==> src/rtl/usqr_iter.sv <==
// Iterative unsigned fixed-point squarer with valid/ready handshake.
// Consumes BPC multiplier bits per cycle; optional round-half-up and saturation.
module usqr_iter #(
    parameter int WIDTH = 32,
    parameter int SCALE = 16,
    parameter int BPC   = 1,
    parameter int ROUND = 0,
    parameter int SAT   = 1,
    parameter int TAGW  = 4
) (
    input  logic             clk,
    input  logic             reset,
    input  logic             in_valid,
    output logic             in_ready,
    input  logic [WIDTH-1:0] a,
    input  logic [TAGW-1:0]  in_tag,
    output logic             out_valid,
    input  logic             out_ready,
    output logic [WIDTH-1:0] f,
    output logic [TAGW-1:0]  out_tag,
    output logic             ovf
);

    localparam int ITER = WIDTH / BPC;
    localparam int CW   = $clog2(ITER + 1);
    localparam int SW   = $clog2(2 * WIDTH + 1);
    localparam int RSH  = (SCALE > 0) ? SCALE - 1 : 0;
    localparam logic [2*WIDTH:0] RND =
        (ROUND != 0 && SCALE > 0) ? ((2*WIDTH+1)'(1) << RSH) : '0;

    generate
        if (WIDTH % BPC != 0) begin : g_bad_bpc
            $error("usqr_iter: WIDTH must be a multiple of BPC");
        end
    endgenerate

    typedef enum logic [1:0] {S_IDLE, S_CALC, S_DONE} state_t;

    state_t              r_state;
    logic [WIDTH-1:0]    r_mcand;
    logic [WIDTH-1:0]    r_mplier;
    logic [2*WIDTH-1:0]  r_acc;
    logic [CW-1:0]       r_count;
    logic [TAGW-1:0]     r_tag;
    logic [WIDTH-1:0]    r_f;
    logic                r_ovf;
    logic [TAGW-1:0]     r_out_tag;
    logic                r_out_valid;
    logic                r_in_ready;

    logic [CW-1:0]       w_step;
    logic [SW-1:0]       w_shamt;
    logic [2*WIDTH-1:0]  w_pp;
    logic [2*WIDTH-1:0]  w_pp_sh;
    logic [2*WIDTH-1:0]  w_fin;
    logic [2*WIDTH:0]    w_rnd;
    logic [2*WIDTH:0]    w_r;
    logic                w_ovf;
    logic [WIDTH-1:0]    w_f;

    // Partial product of the multiplicand with the next BPC multiplier bits,
    // placed at the bit position of the digit being consumed this cycle.
    assign w_step  = CW'(ITER) - r_count;
    assign w_shamt = SW'(w_step * BPC);
    assign w_pp    = {{WIDTH{1'b0}}, r_mcand} *
                     {{(2*WIDTH-BPC){1'b0}}, r_mplier[BPC-1:0]};
    assign w_pp_sh = w_pp << w_shamt;
    assign w_fin   = r_acc + w_pp_sh;

    // One extra bit so the rounding carry is never lost before the overflow test.
    assign w_rnd = {1'b0, w_fin} + RND;
    assign w_r   = w_rnd >> SCALE;
    assign w_ovf = |w_r[2*WIDTH:WIDTH];
    assign w_f   = (w_ovf && SAT != 0) ? {WIDTH{1'b1}} : w_r[WIDTH-1:0];

    always_ff @(posedge clk or posedge reset) begin
        if (reset) begin
            r_state     <= S_IDLE;
            r_mcand     <= '0;
            r_mplier    <= '0;
            r_acc       <= '0;
            r_count     <= '0;
            r_tag       <= '0;
            r_f         <= '0;
            r_ovf       <= 1'b0;
            r_out_tag   <= '0;
            r_out_valid <= 1'b0;
            r_in_ready  <= 1'b1;
        end else begin
            case (r_state)
                S_IDLE: begin
                    if (in_valid) begin
                        r_mcand    <= a;
                        r_mplier   <= a;
                        r_tag      <= in_tag;
                        r_acc      <= '0;
                        r_count    <= CW'(ITER);
                        r_in_ready <= 1'b0;
                        r_state    <= S_CALC;
                    end
                end
                S_CALC: begin
                    r_acc    <= w_fin;
                    r_mplier <= r_mplier >> BPC;
                    r_count  <= r_count - CW'(1);
                    if (r_count == CW'(1)) begin
                        r_f         <= w_f;
                        r_ovf       <= w_ovf;
                        r_out_tag   <= r_tag;
                        r_out_valid <= 1'b1;
                        r_state     <= S_DONE;
                    end
                end
                S_DONE: begin
                    // Result held until the consumer takes it; in_valid is ignored here.
                    if (out_ready) begin
                        r_out_valid <= 1'b0;
                        r_in_ready  <= 1'b1;
                        r_state     <= S_IDLE;
                    end
                end
                default: begin
                    r_out_valid <= 1'b0;
                    r_in_ready  <= 1'b1;
                    r_state     <= S_IDLE;
                end
            endcase
        end
    end

    assign in_ready  = r_in_ready;
    assign out_valid = r_out_valid;
    assign f         = r_f;
    assign ovf       = r_ovf;
    assign out_tag   = r_out_tag;

endmodule

==> config.mk <==
export PLATFORM = sky130hd
export DESIGN_NAME = usqr_iter
export DESIGN_NICKNAME = d
export VERILOG_FILES = /design/src/rtl/usqr_iter.sv
export SDC_FILE = /design/constraint.sdc
export NUM_CORES = 1
export LEC_CHECK = 0
export BUFFER_PORTS_ARGS = -buffer_cell sky130_fd_sc_hd__buf_4
export CORE_MARGIN = 1.5
export CORE_UTILIZATION = 40
export CTS_BUF_LIST = sky130_fd_sc_hd__clkbuf_4
export DETAILED_ROUTE_END_ITERATION = 7
export HOLD_SLACK_MARGIN = 0.12
export PLACE_DENSITY = 0.62
export SYNTH_ARGS = -nofsm -noshare
export SYNTH_HDL_FRONTEND = slang
export SYNTH_SLANG_ARGS = --single-unit
==> constraint.sdc <==
create_clock -name clk -period 17.4 [get_ports clk]
set_input_delay 0.87 -clock clk [delete_from_list [all_inputs] [get_ports clk]]
set_output_delay 0.87 -clock clk [all_outputs]
set_load 0.1 [all_outputs]
==> impl_metrics.csv <==
group,metric,value,unit
status,outcome,"completed",
worst_hold_path,hold_path.class,"in2async",
floorplan,die_area,35100,sq um
global_route,grt_first_pass_wirelength,68.4,mm
cts,cts_resized,0,
global_route,grt_max_degree,126,
placement,hpwl,33.9,mm
drt,firstDrtPassIters,7,
timing,min_period,8100,ps
yosys,synth_edf_count,0,
floorplan,die_y,187,um
cts,cts_tree,"built",
layout,final_util,44.0,%
setup_path,cp-end-kind,"flop",
timing,fmaxAchievable,123,MHz
yosys,synthArstFlopShare,100,%
yosys,netlist_instances,1716,
timing,post-route-period-util,46.5,%
global_route,grt_pass1_vias,11900,
timing,setup_viol,0,
cts,post-cts-setup-buffers,0,
drt,dr.first_iter.drc_count,1098,
yosys,synth_largest_area_cell,"dfrtp_1",
setup_path,reg2reg_from,"r_count[0]",
setup_path,crit_fanout,38,
placement,numPortBuffers,78,
cts,clk_pin_slew,170,ps
layout,syn_to_final_growth,8.43,%
setup_path,criticalPathCategory,"reg2reg",
setup_path,cp_data_arrival_time,8550,ps
layout,drive_gt1_share,11.8,%
timing,slew_viol_final,0,
drt,wl_per_cell,20.1,um
drt,routed_wl,43.7,mm
layout,multiInputGateArea,8620,sq um
yosys,ys_top_cells_by_area,"dfrtp_1 33%, nand2_1 9.0%, ha_1 6.2%",
yosys,synthFlopType,"dfrtp_1",
setup_path,rrSetupSlack,9300,ps
layout,final_cells,2175,
layout,seq_area,4480,sq um
cts,cts_hold_buf,0,
global_route,met1_usage,35.5,%
global_route,use_met3,3.40,%
yosys,ys_seq_elements,179,
yosys,syn_area,13600,sq um
global_route,antenna_found_initial,1,
timing,finalHoldViolations,0,
setup_path,worstPathRequired,17850,ps
drt,viasPerCell,5.92,
floorplan,ios,79,
floorplan,initial_core_util,40.6,%
cts,htree_levels,4,
global_route,track_usage,24.8,%
yosys,syn_nets,1824,
timing,worst_slack,9300,ps
floorplan,rows,67,
placement,pre_cts_slack,9510,ps
cts,clockBufferDepth,2,
cts,clock_sinks,179,
cts,worst_skew_pair.late_latency,620,ps
floorplan,coreArea,33500,sq um
global_route,grt_busiest_layer,"met2",
floorplan,die_w,187,um
cts,cts_buffers,17,
timing,worstMarginPinSlew,1290,ps
setup_path,cp-start-kind,"flop",
drt,drc,0,
placement,gp_congestion,0.982,
placement,dpl.cell_count,2141,
setup_path,r2r-end,"f[11]",
global_route,grt_overflow,0,
global_route,met2_usage,38.5,%
drt,vias,12900,
yosys,yosysSeqAreaShare,32.9,%
cts,clockRootBuffer,"clkbuf_4",
layout,fillers,3467,
timing,setup_tns,0,ps
yosys,ys_types,83,
layout,nNetsFinal,1820,
timing,rsz0062_at_grt,"false",
yosys,ys_warn_count,0,
setup_path,r2r_cells,20,
yosys,avgSynthCellArea,7.93,sq um
timing,finClkSkew,52.7,ps
job,cap_violations,0,
timing,slew_headroom,14.0,%
yosys,synth_top_area_share,32.7,%
drt,ant_nets,0,
## area by class of cell
cell class | count | area share [%]
Clock inverter | 14 | 1.02
Sequential cell | 179 | 30.4
Clock buffer | 18 | 0.916
Inverter | 19 | 0.517
Multi-Input combinational cell | 1398 | 58.4
Antenna cell | 2 | 0.0339
Timing Repair Buffer | 97 | 4.94
Tap cell | 448 | 3.80
## cells in the final DEF, fill, tap and decap left out, types with 33 or more instances in the layout
cell type / Yosys / routed
a31oi_1: 36 / 36
ha_1: 67 / 67
dfrtp_1: 178 / 177
nor2_1: 156 / 155
a21oi_1: 109 / 109
nand2_1: 325 / 324
nand3_1: 128 / 128
buf_4: 3 / 97
o21ai_0: 161 / 161
nand4_1: 37 / 37
xnor2_1: 37 / 33
## cell families after synthesis
kind of cell / Yosys count / share of synthesized area [%]
buf+inv: 139 / 4.32
mux: 70 / 7.28
compound gates: 468 / 21.4
xor+xnor: 65 / 4.32
simple gates: 727 / 23.5
fa+ha+maj: 68 / 6.31
flops: 179 / 32.9
## per-stage QoR
stage / cell area [sq um] / hold WS [ps]
3_3_place_gp: 14500 / 453
3_5_place_dp: 14500 / 465
2_1_floorplan: 13600 / 440
5_1_grt: 14800 / 333
4_1_cts: 14700 / 309
6_report: 14800 / 336
## worst max-delay path, stage by stage (launching register included)
cell and delay, ps:
dfrtp_2 730, inv_1 290, ha_1 420, nor3b_1 560, xor2_1 1040, nand2_1 560, nor3_1 330, ha_1 250
inv_1 60, fa_1 390, and2b_1 240, o2111ai_2 190, a2111oi_2 540, o211ai_1 270, a211oi_1 590, or2_1 250
xnor2_1 250, nand3_2 150, nor4b_4 290, buf_4 380, a31oi_1 130
## metal layers
| metal | routed length, um | vias up |
|---|---|---|
| met2 | 19300 | 435 |
| met3 | 2440 | 56 |
| met5 | 0 | - |
| li1 | - | 6172 |
| met4 | 1280 | 0 |
| met1 | 20700 | 6209 |
## cell usage after synthesis, types with 8 or more instances
library cell,n
inv_1,19
nand2_1,325
a211oi_1,9
and3_1,9
a31oi_1,36
nand4_1,37
xor2_1,27
and2_1,9
o21ai_0,161
nand3_1,128
xnor2_1,37
nor3_1,27
dfrtp_1,178
o21ai_1,12
a21oi_1,109
buf_2,14
mux2_2,19
o21a_1,8
a31oi_2,9
o22ai_1,22
mux4_2,13
ha_1,67
nor2_1,156
mux2i_1,27
buf_1,10
clkbuf_1,88
a21o_1,20
## how the worst max path moves through the flow
stage,start,end,slack (ps),depth (start not counted)
after floorplan,reset,f[0],11670,1
after global placement,r_count[0],f[2],9400,20
after detailed placement,r_count[0],f[30],9510,20
after CTS,r_count[0],f[14],9460,20
after global routing,r_count[0],f[19],8910,20
final,r_count[0],f[11],9300,20
## flip-flops by register name (all words and copies together), names as in the netlist
| signal | flops |
|---|---|
| r_acc | 64 |
| f | 32 |
| r_mcand | 32 |
| r_mplier | 32 |
| r_count | 6 |
| out_tag | 4 |
| r_tag | 4 |
| r_state | 2 |
| in_ready | 1 |
| out_valid | 1 |
| ovf | 1 |
Power is not shown: default switching activity piles up to over one toggle a cycle in this logic, so the estimate is an artifact.
